===== src/rtl/brs_pkg.sv =====
// Shared types and constants for the request scheduler: requester count,
// index width and the FSM state encoding.
package brs_pkg;

    localparam int N_REQ = 16;
    localparam int IDX_W = 4;

    typedef enum logic [1:0] {
        ST_IDLE    = 2'd0,
        ST_ARB     = 2'd1,
        ST_GRANT   = 2'd2,
        ST_RELEASE = 2'd3
    } brs_state_e;

    localparam brs_state_e IDLE_CODE = ST_IDLE;

endpackage


===== src/rtl/brs_req_scheduler_if.sv =====
// Requester/resource bundle for the scheduler. Grant handshake: a grant is
// offered while gnt_valid=1 and completes on the first rising edge where gnt_ack=1.
interface brs_req_scheduler_if;
    import brs_pkg::*;

    logic             ena;
    logic [N_REQ-1:0] req;
    logic             gnt_ack;
    logic             err_clr;
    logic             gnt_valid;
    logic [IDX_W-1:0] gnt_id;
    logic [N_REQ-1:0] pend;
    logic             err;

    modport master (
        output ena, req, gnt_ack, err_clr,
        input  gnt_valid, gnt_id, pend, err
    );

    modport slave (
        input  ena, req, gnt_ack, err_clr,
        output gnt_valid, gnt_id, pend, err
    );

endinterface


===== src/rtl/brs_lead1_enc.sv =====
// Combinational leading-one encoder: index of the highest set bit and a
// flag telling whether any bit was set at all.
module brs_lead1_enc
    import brs_pkg::*;
(
    input  logic [N_REQ-1:0] vec_i,
    output logic [IDX_W-1:0] idx_o,
    output logic             valid_o
);

    // Ascending scan: the last hit, i.e. the highest set bit, wins.
    always_comb begin
        idx_o   = '0;
        valid_o = 1'b0;
        for (int i = 0; i < N_REQ; i++) begin
            if (vec_i[i]) begin
                idx_o   = IDX_W'(i);
                valid_o = 1'b1;
            end
        end
    end

endmodule


===== src/rtl/brs_req_scheduler.sv =====
// Descending round-robin request scheduler: latches request pulses into a
// pending register and issues one acknowledged (or timed-out) grant at a time.
module brs_req_scheduler #(
    parameter int N_REQ   = 16,
    parameter int TIMEOUT = 15
) (
    input  logic                        clk,
    input  logic                        rst,
    brs_req_scheduler_if.slave          bus,
    output brs_pkg::brs_state_e         state_o
);
    import brs_pkg::*;

    localparam logic [7:0] TMO_LAST = 8'(TIMEOUT - 1);

    brs_state_e       state_q;
    logic [N_REQ-1:0] pend_q, pend_d;
    logic [IDX_W-1:0] k_q;
    logic [IDX_W-1:0] gnt_id_q;
    logic [7:0]       cnt_q;
    logic             gnt_valid_q;
    logic             err_q;

    logic [N_REQ-1:0] below_k;
    logic [IDX_W-1:0] idx_masked, idx_full, winner;
    logic             vld_masked, vld_full;

    // Bits strictly below the last winner are searched first; k=0 masks everything.
    assign below_k = (N_REQ'(1) << k_q) - N_REQ'(1);

    brs_lead1_enc u_enc_masked (
        .vec_i   (pend_q & below_k),
        .idx_o   (idx_masked),
        .valid_o (vld_masked)
    );

    brs_lead1_enc u_enc_full (
        .vec_i   (pend_q),
        .idx_o   (idx_full),
        .valid_o (vld_full)
    );

    always_comb begin
        winner = k_q;
        if (vld_masked) begin
            winner = idx_masked;
        end else if (vld_full) begin
            winner = idx_full;
        end
    end

    // Winner's bit drops on the ARB->GRANT edge unless re-requested in that same cycle.
    always_comb begin
        pend_d = pend_q;
        if (state_q == ST_ARB) begin
            pend_d[winner] = 1'b0;
        end
        pend_d = pend_d | bus.req;
    end

    always_ff @(posedge clk or posedge rst) begin
        if (rst) begin
            state_q     <= ST_IDLE;
            pend_q      <= '0;
            k_q         <= '0;
            cnt_q       <= '0;
            gnt_valid_q <= 1'b0;
            gnt_id_q    <= '0;
            err_q       <= 1'b0;
        end else begin
            pend_q <= pend_d;
            if (bus.err_clr) begin
                err_q <= 1'b0;
            end
            case (state_q)
                ST_IDLE: begin
                    if (bus.ena && (pend_q != '0)) begin
                        state_q <= ST_ARB;
                    end
                end
                ST_ARB: begin
                    state_q     <= ST_GRANT;
                    k_q         <= winner;
                    gnt_id_q    <= winner;
                    gnt_valid_q <= 1'b1;
                    cnt_q       <= '0;
                end
                ST_GRANT: begin
                    // Ack beats a coinciding timeout; a timeout beats err_clr.
                    if (bus.gnt_ack || (cnt_q == TMO_LAST)) begin
                        state_q     <= ST_RELEASE;
                        gnt_valid_q <= 1'b0;
                        gnt_id_q    <= '0;
                        cnt_q       <= '0;
                        if (!bus.gnt_ack) begin
                            err_q <= 1'b1;
                        end
                    end else begin
                        cnt_q <= cnt_q + 8'd1;
                    end
                end
                ST_RELEASE: begin
                    state_q <= ST_IDLE;
                end
                default: begin
                    state_q <= ST_IDLE;
                end
            endcase
        end
    end

    assign bus.gnt_valid = gnt_valid_q;
    assign bus.gnt_id    = gnt_id_q;
    assign bus.pend      = pend_q;
    assign bus.err       = err_q;
    assign state_o       = state_q;

endmodule


===== src/flat_wrapper.sv =====
// flat-port wrapper written by rule: the top's interface ports become plain ports
module brs_req_scheduler_flat import brs_pkg::*;
#(
    parameter int N_REQ   = 16,
    parameter int TIMEOUT = 15
)
  (clk, rst, state_o, bus_ena, bus_req, bus_gnt_ack, bus_err_clr, bus_gnt_valid, bus_gnt_id, bus_pend, bus_err);
  brs_req_scheduler_if bus_i ();
  input  logic clk;
  input  logic rst;
  output brs_pkg::brs_state_e state_o;
  input wire logic [$bits(bus_i.ena)-1:0] bus_ena;
  input wire logic [$bits(bus_i.req)-1:0] bus_req;
  input wire logic [$bits(bus_i.gnt_ack)-1:0] bus_gnt_ack;
  input wire logic [$bits(bus_i.err_clr)-1:0] bus_err_clr;
  output wire logic [$bits(bus_i.gnt_valid)-1:0] bus_gnt_valid;
  output wire logic [$bits(bus_i.gnt_id)-1:0] bus_gnt_id;
  output wire logic [$bits(bus_i.pend)-1:0] bus_pend;
  output wire logic [$bits(bus_i.err)-1:0] bus_err;
  assign bus_i.ena = bus_ena;
  assign bus_i.req = bus_req;
  assign bus_i.gnt_ack = bus_gnt_ack;
  assign bus_i.err_clr = bus_err_clr;
  assign bus_gnt_valid = bus_i.gnt_valid;
  assign bus_gnt_id = bus_i.gnt_id;
  assign bus_pend = bus_i.pend;
  assign bus_err = bus_i.err;
  brs_req_scheduler #(.N_REQ(N_REQ), .TIMEOUT(TIMEOUT)) u_core (.clk(clk), .rst(rst), .bus(bus_i), .state_o(state_o));
endmodule

===== config.mk =====
export PLATFORM = sky130hd
export DESIGN_NAME = brs_req_scheduler_flat
export DESIGN_NICKNAME = d
export VERILOG_FILES = /design/src/rtl/brs_pkg.sv /design/src/rtl/brs_req_scheduler_if.sv /design/src/rtl/brs_lead1_enc.sv /design/src/rtl/brs_req_scheduler.sv /design/src/flat_wrapper.sv
export SDC_FILE = /design/constraint.sdc
export NUM_CORES = 1
export LEC_CHECK = 0
export BUFFER_PORTS_ARGS = -buffer_cell sky130_fd_sc_hd__buf_4
export CAP_MARGIN = 20
export CORE_MARGIN = 8
export CORE_UTILIZATION = 50
export DETAILED_ROUTE_END_ITERATION = 8
export GPL_TIMING_DRIVEN = 1
export PLACE_DENSITY = 0.79
export SLEW_MARGIN = 10
export SYNTH_ARGS = -nofsm -noshare
export SYNTH_HDL_FRONTEND = slang
export SYNTH_SLANG_ARGS = --single-unit
export TNS_END_PERCENT = 20

===== constraint.sdc =====
create_clock -name clk -period 5.15 [get_ports clk]
set_clock_uncertainty 0.1 [all_clocks]
set_input_delay 0.7725 -clock clk [delete_from_list [all_inputs] [get_ports clk]]
set_output_delay 0.7725 -clock clk [all_outputs]
set_load 0.05 [all_outputs]

# Word level (Yosys, flattened, before mapping)
# Index checks and enable logic that the tools add are counted.
dict set report word_totals {
  regBits 36
  in_bits 21
  output_inout_bits 24
}
dict set report classes {
  add_sub_neg 2
  order_cmp 2
  n_eq_ne 6
  shifts 1
  n_mux 80
  bitwise 4
  reduce_logical 8
}
# cell count
set op_table {}
lappend op_table {{$mux W4} 31}
lappend op_table {{$mux W1} 40}
lappend op_table {{$and A16 B16 Y16} 2}
lappend op_table {{$mux W16} 1}
lappend op_table {{$not A16 Y16} 1}
lappend op_table {{$or A16 B16 Y16} 1}
lappend op_table {{$pmux W8 S2} 1}
lappend op_table {{$reduce_bool A16 Y1} 1}
lappend op_table {{$shl A1 B4 Y16 const A} 1}
lappend op_table {{$sub A16 B2 Y16 const B} 1}
lappend op_table {{$add A8 B1 Y8 const B} 1}
lappend op_table {{$eq A8 B4 Y1 const B} 1}
lappend op_table {{$mux W8} 1}
lappend op_table {{$pmux W2 S4} 1}
lappend op_table {{$pmux W4 S2} 1}
lappend op_table {{$lt A4 B5 Y1 const B} 1}
lappend op_table {{$demux W1 S4} 1}
lappend op_table {{$eq A2 B2 Y1 const B} 2}
lappend op_table {{$ge A4 B1 Y1 const B} 1}
lappend op_table {{$mux W2} 2}
lappend op_table {{$ne A2 B1 Y1 const B} 2}
lappend op_table {{$reduce_and A2 Y1} 2}
lappend op_table {{$eq A2 B1 Y1 const B} 1}
lappend op_table {{$logic_and A1 B1 Y1} 2}
lappend op_table {{4 further kinds} 4}

# Depth between registers and ports, before layout
# Gate-level depths: netlist of the first run.
dict set report logic_depth {
  ltp_word 28
  depth_mapped 16
  mapped_depth_nobuf 11
}

# Hierarchy
# A second synthesis of the first run with hierarchy kept.
dict set report hier_totals {
  hier_cells 294
  hier_area_um2 2508.7
}
# mod instances cells_each area_each_um2
set modules_own_cells {}
lappend modules_own_cells {brs_req_scheduler 1 236 2185.8}
lappend modules_own_cells {brs_lead1_enc 2 29 161.4}

# Worst setup path before layout of the first run
# No wires, ideal clock.
dict set report synth_path {
  path_type {flip-flop to flip-flop}
  startpoint {register u_core.k_q[1]}
  endpoint {register u_core.pend_q[1], in the netlist u_core.bus.pend[1]}
  setup_time_ps 118
  arrival_time_ps 3267
  t_required_ps 4932
  path_slack_ps 1665
  stages_incl_launch_ff 15
  path_buffers 4
  synth_period_minus_slack_ps 3485
  path_cell_list {dfrtp_1 > buf_4 > or4_1 > ha_1 > buf_2 > buf_2 > nor3b_1 > o211ai_1 > nand3_1 > nor3_2 > nor2b_1 > a22oi_2 > buf_6 > or4_1 > a21o_1}
}
dict set report synth_via {
  elab_chain_cells 28
  elab_cells_between_ends 45
  classes_between {add/sub: 1; order compare: 2; shift: 1; mux: 36; bitwise: 4; reduce/logical: 1}
}
# element line
set synth_lines {}
lappend synth_lines {{start: declaration} brs_req_scheduler.sv:18} ;# logic [IDX_W-1:0] k_q;
lappend synth_lines {{start signal: assignment} brs_req_scheduler.sv:83} ;# k_q <= winner;
lappend synth_lines {{$shl A1 B4 Y16} brs_req_scheduler.sv:29} ;# assign below_k = (N_REQ'(1) << k_q) - N_REQ'(1);
lappend synth_lines {{$sub A16 B2 Y16} brs_req_scheduler.sv:29}
lappend synth_lines {{$and A16 B16 Y16} brs_req_scheduler.sv:32} ;# .vec_i (pend_q & below_k),
lappend synth_lines {{$mux W1 (16 in a row)} brs_lead1_enc.sv:16} ;# if (vec_i[i]) begin
lappend synth_lines {{$mux W4 (*)} brs_req_scheduler.sv:45} ;# if (vld_masked) begin
lappend synth_lines {{$lt A4 B5 Y1 (not written as such) / $ge A4 B1 Y1 (equally long branches)} brs_req_scheduler.sv:56} ;# pend_d[winner] = 1'b0;
lappend synth_lines {{$logic_and A1 B1 Y1 (not written as such)} brs_req_scheduler.sv:56}
lappend synth_lines {{$mux W1 (not written as such)} brs_req_scheduler.sv:56}
lappend synth_lines {{$demux W1 S4 (*)} -}
lappend synth_lines {{$not A16 Y16 (no source line) (*)} -}
lappend synth_lines {{$and A16 B16 Y16 (no source line) (*)} -}
lappend synth_lines {{$mux W16 (*)} brs_req_scheduler.sv:55} ;# if (state_q == ST_ARB) begin
lappend synth_lines {{$or A16 B16 Y16 (*)} brs_req_scheduler.sv:58} ;# pend_d = pend_d | bus.req;
lappend synth_lines {{via u_core.pend_d[1]} brs_req_scheduler.sv:17} ;# logic [N_REQ-1:0] pend_q, pend_d;
lappend synth_lines {{end signal: assignment} brs_req_scheduler.sv:71} ;# pend_q <= pend_d;
lappend synth_lines {{end: declaration} brs_req_scheduler.sv:17}
# The timed path passes the listed nets; every way through them passes the cells marked *.
# A chain may end at the register's enable or synchronous reset.

# Worst setup path after layout of the first run
dict set report layout_path {
  startpoint {register u_core.k_q[2]}
  endpoint {register u_core.pend_q[0], in the netlist u_core.bus.pend[0]}
}
# Same word-level chain as after synthesis.

==> key figures, run 1 <==
Status
  – Status: finished clean

Drt
  – Drt pass-1 iters: 5
  – Routed Antenna Nets: 0
  – Initial DRC Count: roughly 200
  – Drt drc: 0
  – WL final: 6960 µm
  – Vias: 2424
  – WL/cell: ~17 µm
  – Vias per inst: 5.99

Final layout
  – Area growth syn-to-layout: 18.5%
  – Seq. cell area: 901 µm²
  – Fillers: about 430
  – Nets@finish: around 360
  – Commonest non-fill, non-tap cell in the layout: buf_4
  – Final instance area: between 0.002 and 0.003 mm²
  – Area occupied by multi-input gates: 0.00141 mm²
  – Diode count: 0
  – Layout cells sized above 1: 0.175
  – Most frequent cells in the layout: buf_4 (46), nor2_1 (41), dfrtp_1 (36)

Hold path
  – Hold Crit Depth: 2
  – Worst Hold Path EP: u_core.bus.gnt_id[1]
  – Min-Delay Startpoint: u_core.bus.gnt_id[1]
  – Hold Path Class: flop to flop

Clock tree
  – CTS resizes: 0
  – Post CTS Setup Buffer Count: 0
  – Num CTS Buffers: 5
  – # hold bufs at CTS: 0
  – CTS Buffer Depth: 2
  – Clock sinks: 36
  – Root Buffer Master: clkbuf_8
  – Latest clock arrival within the worst-skew pair: 0.28 ns
  – Worst-path clk slew: 0.07 ns
  – Total number of H-tree levels: 2
  – CTS tree: built

Place
  – IO Port Bufs: 44
  – GP Congestion: between 0.9 and 1
  – Dpl hpwl: 5300 µm
  – Pre-CTS setup slack: slightly above 0.9 ns
  – DP Area: roughly 0.0028 mm²

Timing
  – Final worst-path cycle share: 0.828
  – RSZ-0062 raised after global routing: no
  – Setup TNS: 0 ns
  – Slew @ Worst Pin: ~1.1 ns
  – Fmax: roughly 0.23 GHz
  – Slew Limit Fails: 0
  – Final Hold Vio Count: 0
  – Relative slew slack: 0.273
  – Final setup vio count: 0
  – Tmin final: about 4.3 ns
  – Setup WS post-layout: 0.886 ns
  – Worst hold margin: 0.407 ns

Worst setup path
  – CP Buf/Inv Count: 0
  – Worst path max stage delay: about 0.6 ns
  – Slowest stage cell on the critical path: dfrtp_1
  – Critical Path AT: 4.34 ns
  – Startpoint Class: flop
  – R2R Setup Slk: 0.89 ns
  – Reg2Reg Depth: 10
  – Worst Path Required: about 5.2 ns
  – Crit Path Class: flop to flop
  – Crit-path cells: or4_1 > ha_1 > or4b_1 > o2111a_1 > or2_1 > a221o_1 > a21o_1 > a22oi_2 > or4b_1 > a21o_1
  – Critical Path Sink Type: flop
  – Worst path top cell family by delay: simple AND/OR/NAND/NOR gates
  – Worst Path Max Fanout: 22
  – R2r endpoint: u_core.bus.pend[0]
  – Crit Reg-Reg Startpoint: u_core.k_q[2]

Pwr
  – Power Total: ~1400 µW
  – Clock power share: 0.145
  – Comb pwr share: 0.535
  – Sequential cell fraction of total power: 0.320
  – Max VDD drop: 406 µV
  – Net switching power: roughly 700 µW
  – P_leak: ~0.0012 µW
  – Sw frac: 0.496
  – Pwr per Cell Area: around 480 mW/mm²
  – Internal power: 702 µW

Synth
  – Yosys warns: 0
  – Synth async-reset ratio: 1.00
  – Mean Syn Cell Area: ~8.2 µm²
  – Yosys reg bits: 36
  – Seq/Total Area, Yosys: 0.369
  – Cell variety after synth: 58
  – Cells after Synth: just under 300
  – Ys flop type: dfrtp_1
  – Synthesized cell area: ~0.0024 mm²
  – Synthesized Nets: approximately 320
  – Post-synth EDFFs: 0

Floorplanning
  – Die Y: 85.8 µm
  – # IOs: 45
  – Initial Util: 0.516
  – Row cnt: 25
  – Die area: ~0.0074 mm²
  – Die Wd: roughly 86 µm
  – Core area: between 0.004 and 0.005 mm²

GRT
  – First-pass GRT wire length: 11500 µm
  – Remaining global-route overflow: 0
  – Largest net degree at the start of global routing: 37
  – Antenna violations before repair: 0
  – Vias in the first global route: between 2000 and 2500
  – GR Util All Layers: 0.195

Job
  – MaxCap Viol Count: 0
cell families (layout without fill, tap and decap cells):
| family | after synthesis | after routing | share of synthesized area |
|---|---|---|---|
| AND/OR/NAND/NOR | 130 | 130 | 0.278 |
| AO/OA/AOI/OAI | 91 | 91 | 0.249 |
| flip-flops | 36 | 36 | 0.369 |
| buffers and inverters | 29 | 70 | 0.0528 |
| adder cells (fa/ha/maj) | 6 | 6 | 0.0308 |
| XOR/XNOR | 3 | 3 | 0.0108 |
| multiplexers | 2 | 2 | 0.00923 |
flip-flops by register name, summed over array words and instances, names as in the netlist:
signal                flops
u_core.bus.gnt_id         4
u_core.state_o            2
u_core.bus.pend          16
u_core.cnt_q              8
u_core.k_q                4
u_core.bus.err            1
u_core.bus.gnt_valid      1
power groups by stage:
stage	Clock (µW)	Combinational, µW	Sequential [µW]
6_report	201	745	446
5_1_grt	217	809	456
4_1_cts	206	745	441
3_5_place_dp	0	740	446
3_3_place_gp	0	733	442
2_1_floorplan	0	475	523
worst max path at each step:
stage,from,end,slack [ns],cells after the start
5_1_grt,u_core.k_q[3],u_core.bus.pend[0],0.63,10
4_1_cts,u_core.k_q[3],u_core.bus.pend[0],0.91,10
3_3_place_gp,u_core.k_q[2],u_core.bus.pend[0],1.01,10
3_5_place_dp,u_core.k_q[2],u_core.bus.pend[0],0.93,10
6_report,u_core.k_q[2],u_core.bus.pend[0],0.89,10
2_1_floorplan,u_core.k_q[1],u_core.bus.pend[1],1.67,14
metal layers:
metal  wire (µm)  vias to the layer above  part of all wire  track usage
met5           0                        -                 0            0
met4         180                        0             0.026       0.0796
met3         442                       19             0.064       0.0363
met2        3360                      109              0.48        0.317
met1        2980                     1123              0.43        0.246
li1            -                     1173                 -            -
per-stage QoR:
step | instances | utilization
detailed placement | 397 | 0.593
finish | 405 | 0.612
global placement | 397 | 0.593
global route | 405 | 0.612
CTS | 405 | 0.612
floorplan | 297 | -
cells in the mapped netlist (4+ instances only):
cell,count,area share
o21ai_0,19,0.039
inv_1,16,0.025
nor3_1,6,0.012
nand3b_1,4,0.012
o21a_1,5,0.015
and2_1,4,0.010
a21o_1,5,0.015
nand3_1,12,0.025
o211ai_1,5,0.015
nor3b_1,5,0.015
nand2b_1,5,0.013
o31ai_1,4,0.012
clkbuf_1,6,0.0092
ha_1,6,0.031
nor2_1,41,0.063
nor4_1,6,0.015
nand2_1,23,0.035
a31oi_1,6,0.015
a21oi_1,22,0.045
buf_2,4,0.0082
dfrtp_1,36,0.37
area by class of cell:
type,count,area share
Sequential cell,36,0.312
Multi-Input combinational cell,232,0.488
Inverter,16,0.0208
Timing Repair Buffer,46,0.120
Tap cell,67,0.0290
Clock buffer,8,0.0312
worst reg2reg max path, stage by stage (launching register included):
cell and delay (ns):
dfrtp_1 0.60, or4_1 0.58, ha_1 0.41, or4b_1 0.54
o2111a_1 0.16, or2_1 0.26, a221o_1 0.30, a21o_1 0.16
a22oi_2 0.36, or4b_1 0.49, a21o_1 0.19
No activity file was read; power rests on OpenSTA's default activity.
==> run 2: changes to the inputs <==
clock period = 4.1 ns   (was 5.15 ns; I/O delays follow)
==> run 2 against run 1 <==
Hold slack got worse by 0.081 ns. Core utilization rose by 1.4 points. Routed wire length fell by 0.39%. Flip-flop and latch count did not move. Clock power rose by 55%. Maximum frequency rose by 17%. First-iteration DRC count fell by 15%. Critical path depth rose by 1. Register-to-register slack got worse by 0.44 ns. Largest cell class unchanged. Highest routed layer unchanged.
==> key figures, run 2 (synthesis gave the netlist of run 1 again) <==
Status
  – Status: finished clean

Drt
  – Vias: approximately 2500
  – Routed Antenna Nets: 0
  – WL/cell: between 15 and 20 µm
  – Initial DRC Count: about 170
  – Vias per inst: roughly 6.1
  – WL final: a little under 7000 µm
  – Drt pass-1 iters: 5
  – Drt drc: 0

Worst setup path
  – Worst path top cell family by delay: simple AND/OR/NAND/NOR gates
  – Reg2Reg Depth: 11
  – Worst Path Required: between 4 and 5 ns
  – Crit Path Class: flop to flop
  – Critical Path AT: roughly 3.8 ns
  – Crit-path cells: or4_1 > ha_1 > buf_4 > xor2_1 > a2bb2oi_1 > nand3_1 > nor3_2 > o21a_1 > nand3_1 > or4b_1 > a21o_1
  – Critical Path Sink Type: flop
  – Slowest stage cell on the critical path: or4_1
  – Critical path depth in cells: 11
  – Startpoint Class: flop
  – Most frequent CP cell: nand3_1
  – Worst Path Max Fanout: 19
  – CP Buf/Inv Count: 1
  – Worst path max stage delay: 0.54 ns

Place
  – Dpl hpwl: around 5200 µm
  – GP Congestion: 0.954
  – DP Area: about 0.0028 mm²
  – IO Port Bufs: between 40 and 50

Clock tree
  – CTS tree: built
  – CTS resizes: 0
  – Clock sinks: 36
  – Num CTS Buffers: 5
  – Latest clock arrival within the worst-skew pair: around 0.29 ns
  – Worst-path clk slew: 0.08 ns
  – # hold bufs at CTS: 0
  – Post CTS Setup Buffer Count: 0
  – Root Buffer Master: clkbuf_8
  – Total number of H-tree levels: 2
  – CTS Buffer Depth: 2

Timing
  – Final setup vio count: 0
  – Slew @ Worst Pin: about 1.0 ns
  – Final Hold Vio Count: 0
  – Worst hold margin: around 0.33 ns
  – Relative slew slack: 0.306
  – Final worst-path cycle share: 0.891
  – Fmax: 0.274 GHz
  – Tmin final: 3.65 ns
  – Setup TNS: 0 ns
  – RSZ-0062 raised after global routing: no
  – Slew Limit Fails: 0

Floorplanning
  – Initial Util: 0.516
  – Core area: between 0.004 and 0.005 mm²
  – Die Y: about 86 µm
  – Die area: 0.00737 mm²
  – Die Wd: roughly 86 µm
  – Row cnt: 25
  – # IOs: 45

Pwr
  – Power Total: between 1500 and 2000 µW
  – Max VDD drop: between 500 and 600 µV
  – Pwr per Cell Area: roughly 630 mW/mm²
  – P_leak: 0.00122 µW

GRT
  – GR Util All Layers: 0.190
  – Largest net degree at the start of global routing: 37
  – Remaining global-route overflow: 0
  – First-pass GRT wire length: 11400 µm
  – Vias in the first global route: between 2000 and 2500
  – Antenna violations before repair: 0

Final layout
  – Layout cells sized above 1: 0.195
  – Most frequent cells in the layout: buf_4 (52), nor2_1 (41), dfrtp_1 (36)
  – Diode count: 0
  – Area growth syn-to-layout: 21.2%
  – Max FFs per register: 16
  – Nets@finish: between 300 and 400
  – Final instance area: 0.00296 mm²
  – Commonest non-fill, non-tap cell in the layout: buf_4

Job
  – MaxCap Viol Count: 0

Hold path
  – Hold Path Class: input pin to async pin
## run 2: cell count changes in the layout (fill, tap and decap cells not counted), sizes merged
cell and delta:
buf +6, bufinv +1, clkinvlp +1, clkbuf -3
clkinv +1
## run 2: final cells by class
cell class	count	area, µm²
Fill cell	433	1770
Multi-Input combinational cell	232	1410
Sequential cell	36	901
Timing Repair Buffer	52	390
Tap cell	67	83.8
Clock buffer	5	68.8
Inverter	16	60.1
Clock inverter	3	42.5
## run 2: stage by stage
stage | worst slack [ns] | utilization | cells
2_1_floorplan | 0.615 | - | 297
3_3_place_gp | 0.521 | 0.602 | 403
3_5_place_dp | 0.469 | 0.602 | 403
4_1_cts | 0.453 | 0.626 | 411
5_1_grt | 0.149 | 0.626 | 411
6_report | 0.447 | 0.626 | 411
## run 2: worst paths after layout
kind                                            from              endpoint  slack (ns)
worst max-delay path                   u_core.k_q[0]    u_core.bus.pend[0]        0.45
worst min-delay path                             rst  u_core.bus.gnt_id[0]        0.33
worst max register to register         u_core.k_q[0]    u_core.bus.pend[0]        0.45
worst min register to register  u_core.bus.gnt_id[1]  u_core.bus.gnt_id[1]        0.41
max in group asynchronous                        rst  u_core.bus.gnt_id[2]        3.25
min in group clk                          bus_req[2]    u_core.bus.pend[2]        0.40
## run 2: routing by layer
layer	wire length, µm	vias to the layer above	global-route usage
met5	0	-	0
met4	70	0	0.0446
met3	420	12	0.0363
met2	3490	116	0.322
met1	2950	1200	0.242
li1	-	1183	-
## run 2: power by group
part           internal, µW  total (µW)  switching (µW)
clock                   180         312             132
combinational           354        1030             680
sequential              423         504            81.2
total                   958        1850             894
## run 2: worst min-delay path: cells and delay by family
kind	cells	cell delay, ns
buffers and inverters	3	0.54
